File: config.mk
export PLATFORM = sky130hd
export DESIGN_NAME = i2s_tx_fifo_flat
export DESIGN_NICKNAME = d
export VERILOG_FILES = /design/src/rtl/i2s_tx_fifo_if.sv /design/src/rtl/i2s_tx_fifo.sv /design/src/flat_wrapper.sv
export SDC_FILE = /design/constraint.sdc
export NUM_CORES = 1
export LEC_CHECK = 0
export ABC_AREA = 1
export CORE_MARGIN = 5
export CORE_UTILIZATION = 44
export CTS_CLUSTER_SIZE = 12
export DETAILED_ROUTE_END_ITERATION = 16
export GPL_ROUTABILITY_DRIVEN = 0
export RECOVER_POWER = 25
export SYNTH_ARGS = -nofsm -noshare
export SYNTH_HDL_FRONTEND = slang
export SYNTH_SLANG_ARGS = --single-unit
File: constraint.sdc
create_clock -name in_clk -period 4.4 [get_ports in_clk]
set_clock_uncertainty 0.2 [all_clocks]
set_input_delay 0.66 -clock in_clk [delete_from_list [all_inputs] [get_ports in_clk]]
set_output_delay 0.66 -clock in_clk [all_outputs]
set_load 0.005 [all_outputs]
File: src/rtl/i2s_tx_fifo_if.sv
// Frame write port of the I2S transmitter: one stereo frame {left, right} per transfer.
// Handshake: a frame transfers on every in_clk edge where in_valid && in_ready;
// in_ready depends only on FIFO fullness, never on in_valid or the serial side.
interface i2s_tx_fifo_if #(
  parameter int SAMPLE_W = 16
);
  logic                  in_valid;
  logic [2*SAMPLE_W-1:0] in_data;
  logic                  in_ready;

  modport master (output in_valid, output in_data, input in_ready);
  modport slave  (input in_valid, input in_data, output in_ready);
endinterface

File: src/rtl/i2s_tx_fifo.sv
// Single-clock I2S / left-justified transmitter with a stereo frame FIFO; bck, lrck
// and sout are all registered and derived from in_clk through a divider.
module i2s_tx_fifo #(
  parameter int SAMPLE_W  = 16,
  parameter int SLOT_W    = 32,
  parameter int DEPTH     = 4,
  parameter int BCK_DIV   = 4,
  parameter int REQ_LEVEL = 1
) (
  input  logic                         in_clk,
  input  logic                         reset,
  input  logic                         enable,
  input  logic                         mode,
  i2s_tx_fifo_if.slave                 wr,
  output logic [$clog2(DEPTH+1)-1:0]   level,
  output logic                         audio_req,
  output logic                         underrun,
  output logic                         bck,
  output logic                         lrck,
  output logic                         sout
);

  localparam int FW         = 2 * SAMPLE_W;
  localparam int AW         = $clog2(DEPTH);
  localparam int LW         = $clog2(DEPTH + 1);
  localparam int FRAME_BITS = 2 * SLOT_W;
  localparam int BW         = $clog2(FRAME_BITS);
  localparam int CW         = $clog2(BCK_DIV);

  logic [FW-1:0]   mem [DEPTH];
  logic [AW-1:0]   rd_ptr;
  logic [AW-1:0]   wr_ptr;
  logic [CW-1:0]   div_cnt;
  logic [BW-1:0]   bit_cnt;
  logic [BW-1:0]   bit_next;
  logic [FW-1:0]   frame_q;
  logic [FW-1:0]   frame_next;
  logic            mode_q;
  logic            mode_next;
  logic [LW-1:0]   level_next;
  logic            full;
  logic            empty;
  logic            push;
  logic            pop;
  logic            rise_tick;
  logic            fall_tick;
  logic            frame_start;

  logic            right_slot;
  logic [BW-1:0]   slot_pos;
  logic [BW-1:0]   data_pos;
  logic [BW-1:0]   bit_idx;
  logic            in_sample;
  logic [SAMPLE_W-1:0] sample;
  logic [SAMPLE_W-1:0] sample_sh;
  logic            bit_val;

  assign wr.in_ready = !full;

  always_comb begin
    full        = (level == LW'(DEPTH));
    empty       = (level == '0);
    push        = wr.in_valid && !full;
    rise_tick   = enable && (div_cnt == CW'(BCK_DIV/2 - 1));
    fall_tick   = enable && (div_cnt == CW'(BCK_DIV - 1));
    bit_next    = (bit_cnt == BW'(FRAME_BITS - 1)) ? '0 : bit_cnt + 1'b1;
    frame_start = fall_tick && (bit_next == '0);
    pop         = frame_start && !empty;
    level_next  = level + LW'(push) - LW'(pop);
    frame_next  = frame_q;
    mode_next   = mode_q;
    // An empty FIFO at frame start plays a silent frame.
    if (frame_start) begin
      frame_next = empty ? '0 : mem[rd_ptr];
      mode_next  = mode;
    end
  end

  // Bit for the position the counter is about to enter; I2S delays data by one bck.
  always_comb begin
    right_slot = (bit_next >= BW'(SLOT_W));
    slot_pos   = right_slot ? (bit_next - BW'(SLOT_W)) : bit_next;
    data_pos   = slot_pos - BW'(!mode_next);
    in_sample  = (slot_pos >= BW'(!mode_next)) && (data_pos < BW'(SAMPLE_W));
    bit_idx    = BW'(SAMPLE_W - 1) - data_pos;
    sample     = right_slot ? frame_next[SAMPLE_W-1:0] : frame_next[FW-1:SAMPLE_W];
    sample_sh  = sample >> bit_idx;
    bit_val    = in_sample && sample_sh[0];
  end

  always_ff @(posedge in_clk) begin
    if (!reset && push) begin
      mem[wr_ptr] <= wr.in_data;
    end
  end

  always_ff @(posedge in_clk) begin
    if (reset) begin
      div_cnt   <= '0;
      bit_cnt   <= '0;
      bck       <= 1'b0;
      lrck      <= 1'b0;
      sout      <= 1'b0;
      audio_req <= 1'b0;
      underrun  <= 1'b0;
      level     <= '0;
      rd_ptr    <= '0;
      wr_ptr    <= '0;
      frame_q   <= '0;
      mode_q    <= 1'b0;
    end else begin
      audio_req <= frame_start && (level_next <= LW'(REQ_LEVEL));
      underrun  <= frame_start && empty;
      level     <= level_next;
      if (push) wr_ptr <= wr_ptr + 1'b1;
      if (pop)  rd_ptr <= rd_ptr + 1'b1;
      // Parking the bit counter on the last position makes the first fall a frame start.
      if (!enable) begin
        div_cnt <= '0;
        bit_cnt <= BW'(FRAME_BITS - 1);
        bck     <= 1'b0;
        lrck    <= 1'b0;
        sout    <= 1'b0;
      end else begin
        div_cnt <= fall_tick ? '0 : div_cnt + 1'b1;
        if (rise_tick) bck <= 1'b1;
        if (fall_tick) begin
          bck     <= 1'b0;
          bit_cnt <= bit_next;
          lrck    <= right_slot;
          sout    <= bit_val;
          frame_q <= frame_next;
          mode_q  <= mode_next;
        end
      end
    end
  end

endmodule

File: src/flat_wrapper.sv
// flat-port wrapper written by rule: the top's interface ports become plain ports
module i2s_tx_fifo_flat 
#(
  parameter int SAMPLE_W  = 16,
  parameter int SLOT_W    = 32,
  parameter int DEPTH     = 4,
  parameter int BCK_DIV   = 4,
  parameter int REQ_LEVEL = 1
)
  (in_clk, reset, enable, mode, level, audio_req, underrun, bck, lrck, sout, wr_in_valid, wr_in_data, wr_in_ready);
  i2s_tx_fifo_if #(.SAMPLE_W(SAMPLE_W)) wr_i ();
  input  logic in_clk;
  input  logic reset;
  input  logic enable;
  input  logic mode;
  output logic [$clog2(DEPTH+1)-1:0] level;
  output logic audio_req;
  output logic underrun;
  output logic bck;
  output logic lrck;
  output logic sout;
  input wire logic [$bits(wr_i.in_valid)-1:0] wr_in_valid;
  input wire logic [$bits(wr_i.in_data)-1:0] wr_in_data;
  output wire logic [$bits(wr_i.in_ready)-1:0] wr_in_ready;
  assign wr_i.in_valid = wr_in_valid;
  assign wr_i.in_data = wr_in_data;
  assign wr_in_ready = wr_i.in_ready;
  i2s_tx_fifo #(.SAMPLE_W(SAMPLE_W), .SLOT_W(SLOT_W), .DEPTH(DEPTH), .BCK_DIV(BCK_DIV), .REQ_LEVEL(REQ_LEVEL)) u_core (.in_clk(in_clk), .reset(reset), .enable(enable), .mode(mode), .wr(wr_i), .level(level), .audio_req(audio_req), .underrun(underrun), .bck(bck), .lrck(lrck), .sout(sout));
endmodule
==> qor.yml <==
status: "completed"
pre_cts_ws_ps: 588
antenna_found_initial: 0
met2_usage_pct: 28.2
leakagePower_nw: 3.15
p_switching_w: 0.000914
ys_ff_latch: 183
ioPinCount: 46
comb_power_share_pct: 11.1
portBuffers: 45
cp_max_fo: 6
switching_share_pct: 23.9
cts-root-buf: "clkbuf_16"
clk_latency_ps: 430
rows: 48
min_path_cells: 1
yosys.cell_types.count: 34
post_cts_buffers: 0
drv_slew: 0
reg2reg_depth: 19
final.setup.worst_slack_ps: 994
core-area_um2: 17200
critPathKind: "in -> reg"
rsz0062_at_grt: "no"
synth_nets: 775
fmax_mhz: 294
hp-start: "u_core.div_cnt[0]$_SDFF_PP0_"
grt-ovfl-total: 0
grt_usage_pct: 16.9
yosysSeqAreaShare_pct: 64.8
fin_tns_setup_ps: 0
drv_cap: 0
period_minus_slack_ps: 3410
wl_per_cell_um: 16.1
cts_buffers: 17
syn_inst: 724
final_cells: 999
use_met3_pct: 3.81
synthMuxAreaShare_pct: 0.131
cts_buffer_depth: 2
startpoint_type: "input pin"
layout_common_cells: "153 x nand2_1, 128 x edfxtp_1, 83 x a21oi_1"
cts_tree: "built"
tightest_slew_ps: 1090
cp-end-kind: "flop"
hold_buffers: 0
synth-simple-area-share_pct: 16.7
synth-xor-area-share_pct: 0.459
reg2reg_to: "u_core.audio_req$_SDFF_PP0_"
synth_compound_area_share_pct: 10.8
arrival_ps: 3560
fin_total_pwr_w: 0.00382
dieHeight_um: 142
dieArea_um2: 20100
busiest_layer: "met2"
worstHoldEndpoint: "u_core.div_cnt[0]$_SDFF_PP0_"
route.detailed.drc: 0
syn_area_um2: 7630
worst_ep_required_time_ps: 4550
final_hold_viol_count: 0
ant_nets: 0
finalWirelength_um: 16100
cts.sink_count: 183
initial_core_util_pct: 44.4
vdd_drop_max_mv: 0.287
drive_gt1_share_pct: 8.27
p_seq_share_pct: 50.9
drt_pass1_iterations: 4
grt_pass1_wl_um: 26500
p_per_area_nw_per_um2: 432
vias_per_cell: 5.18
clk_pin_slew_worst_paths_ps: 60
dp_hpwl_um: 9560
synth_top_family_by_area: "simple AND/OR/NAND/NOR gates"
reg2reg_from: "u_core.bit_cnt[1]$_SDFFE_PP0P_"
layout_commonest_cell: "nand2_1"
grt_start_max_net_pins: 65
cts_resized: 0
layout.nets: 812
layout-area-overhead-vs-synth_pct: 15.8
num_vias: 5174
setup_viol: 0
synthAdderAreaFrac_pct: 2.39
grt_use_met1_pct: 21.4
htree_num_levels: 4
fin_crit_sh_pct: 77.4
hold_slack_ps: 258
relSlewSlack_pct: 27.6
yosys_warnings: 0
die_x_um: 142
p_int_w: 0.00291
pwr-share-clk_pct: 38.1
rrSetupSlack_ps: 1040
dp_cells: 967
diodes: 0
drt_iter0_drc: 304
syn_area_per_cell_um2: 10.5
first_global_vias: 5177
hp-class: "reg -> reg"
kinds of logic after synthesis:
kind of cell | after synthesis
xor+xnor | 4
mux | 1
compound gates | 146
simple gates | 292
flops | 183
buf+inv | 84
fa+ha+maj | 14
power groups by stage:
stage	logic [W]	clock network [W]	registers, W
floorplan	0.000254	0	0.00198
global placement	0.000423	0	0.00198
detailed placement	0.000432	0	0.00198
CTS	0.000434	0.00149	0.00194
global route	0.000475	0.00156	0.00195
finish	0.000423	0.00146	0.00194
metrics by stage:
stage | util, % | area [um^2]
2_1_floorplan | - | 7630
3_3_place_gp | 48.1 | 8270
3_5_place_dp | 48.1 | 8270
4_1_cts | 51.5 | 8840
5_1_grt | 51.5 | 8840
6_report | 51.5 | 8840
worst max-delay path, cell delays in order:
cell	delay [ps]
clkdlybuf4s50_1	500
nand2_1	120
inv_1	230
nand3_4	160
nor2_4	140
nand2_4	50
nor2_1	240
ha_1	290
inv_1	60
ha_1	130
inv_1	50
fa_1	370
xnor2_1	140
xor2_1	140
inv_1	70
nand2_1	50
nor3_1	150
Yosys cell counts:
library cell,count,share of area (%)
a32o_1,1,0.13
nand2_4,1,0.15
o22ai_1,1,0.082
o21ai_0,29,1.9
nor2_2,1,0.082
inv_1,44,2.2
ha_1,13,2.1
buf_2,9,0.59
xor2_1,2,0.23
buf_6,4,0.59
clkbuf_1,22,1.1
o211ai_1,1,0.098
nand3_2,5,0.66
fa_1,1,0.26
xnor2_1,2,0.23
nor3_1,4,0.26
nor2_4,3,0.44
nand2_1,153,7.5
o22a_1,3,0.34
a221oi_1,3,0.34
buf_4,2,0.20
inv_2,3,0.15
and3_1,1,0.082
a21oi_1,83,5.4
nand3_4,1,0.23
nand3_1,64,4.2
a31oi_1,1,0.082
nor2_1,54,2.7
a21oi_2,1,0.11
a211oi_1,23,2.3
nand2_2,5,0.41
dfxtp_1,55,14
mux2i_1,1,0.13
edfxtp_1,128,50
worst max path at each step:
stage	slack [ps]	cells past startpoint	start	endpoint
after global routing	760	19	u_core.bit_cnt[1]$_SDFFE_PP0P_	u_core.audio_req$_SDFF_PP0_
after global placement	660	17	enable	u_core.audio_req$_SDFF_PP0_
after CTS	1030	17	enable	u_core.audio_req$_SDFF_PP0_
final	990	17	enable	u_core.audio_req$_SDFF_PP0_
after detailed placement	590	17	enable	u_core.audio_req$_SDFF_PP0_
after floorplan	1170	17	enable	u_core.audio_req$_SDFF_PP0_
state kept, by name (all words and copies together) (netlist names), named ones only:
| signal | count |
|---|---|
| u_core.mode_q | 1 |
| u_core.rd_ptr | 2 |
| u_core.lrck | 1 |
| u_core.sout | 1 |
| u_core.frame_q | 32 |
| u_core.audio_req | 1 |
| u_core.mem | 128 |
| u_core.bck | 1 |
| u_core.underrun | 1 |
| u_core.wr_ptr | 2 |
| u_core.div_cnt | 2 |
| u_core.bit_cnt | 6 |
| u_core.level | 3 |
area by class of cell:
type / count / area [um^2]
Fill cell: 1571 / 8330
Inverter: 47 / 176
Sequential cell: 183 / 4950
Timing Repair Buffer: 55 / 526
Tap cell: 225 / 282
Clock inverter: 10 / 93.8
Clock buffer: 22 / 485
Multi-Input combinational cell: 457 / 2340
layer usage:
metal / share of wire (%) / vias up
li1: - / 2588
met1: 45 / 2481
met2: 49 / 78
met3: 3.5 / 27
met4: 2.2 / 0
met5: 0 / -
No activity file was read; power rests on OpenSTA's default activity.
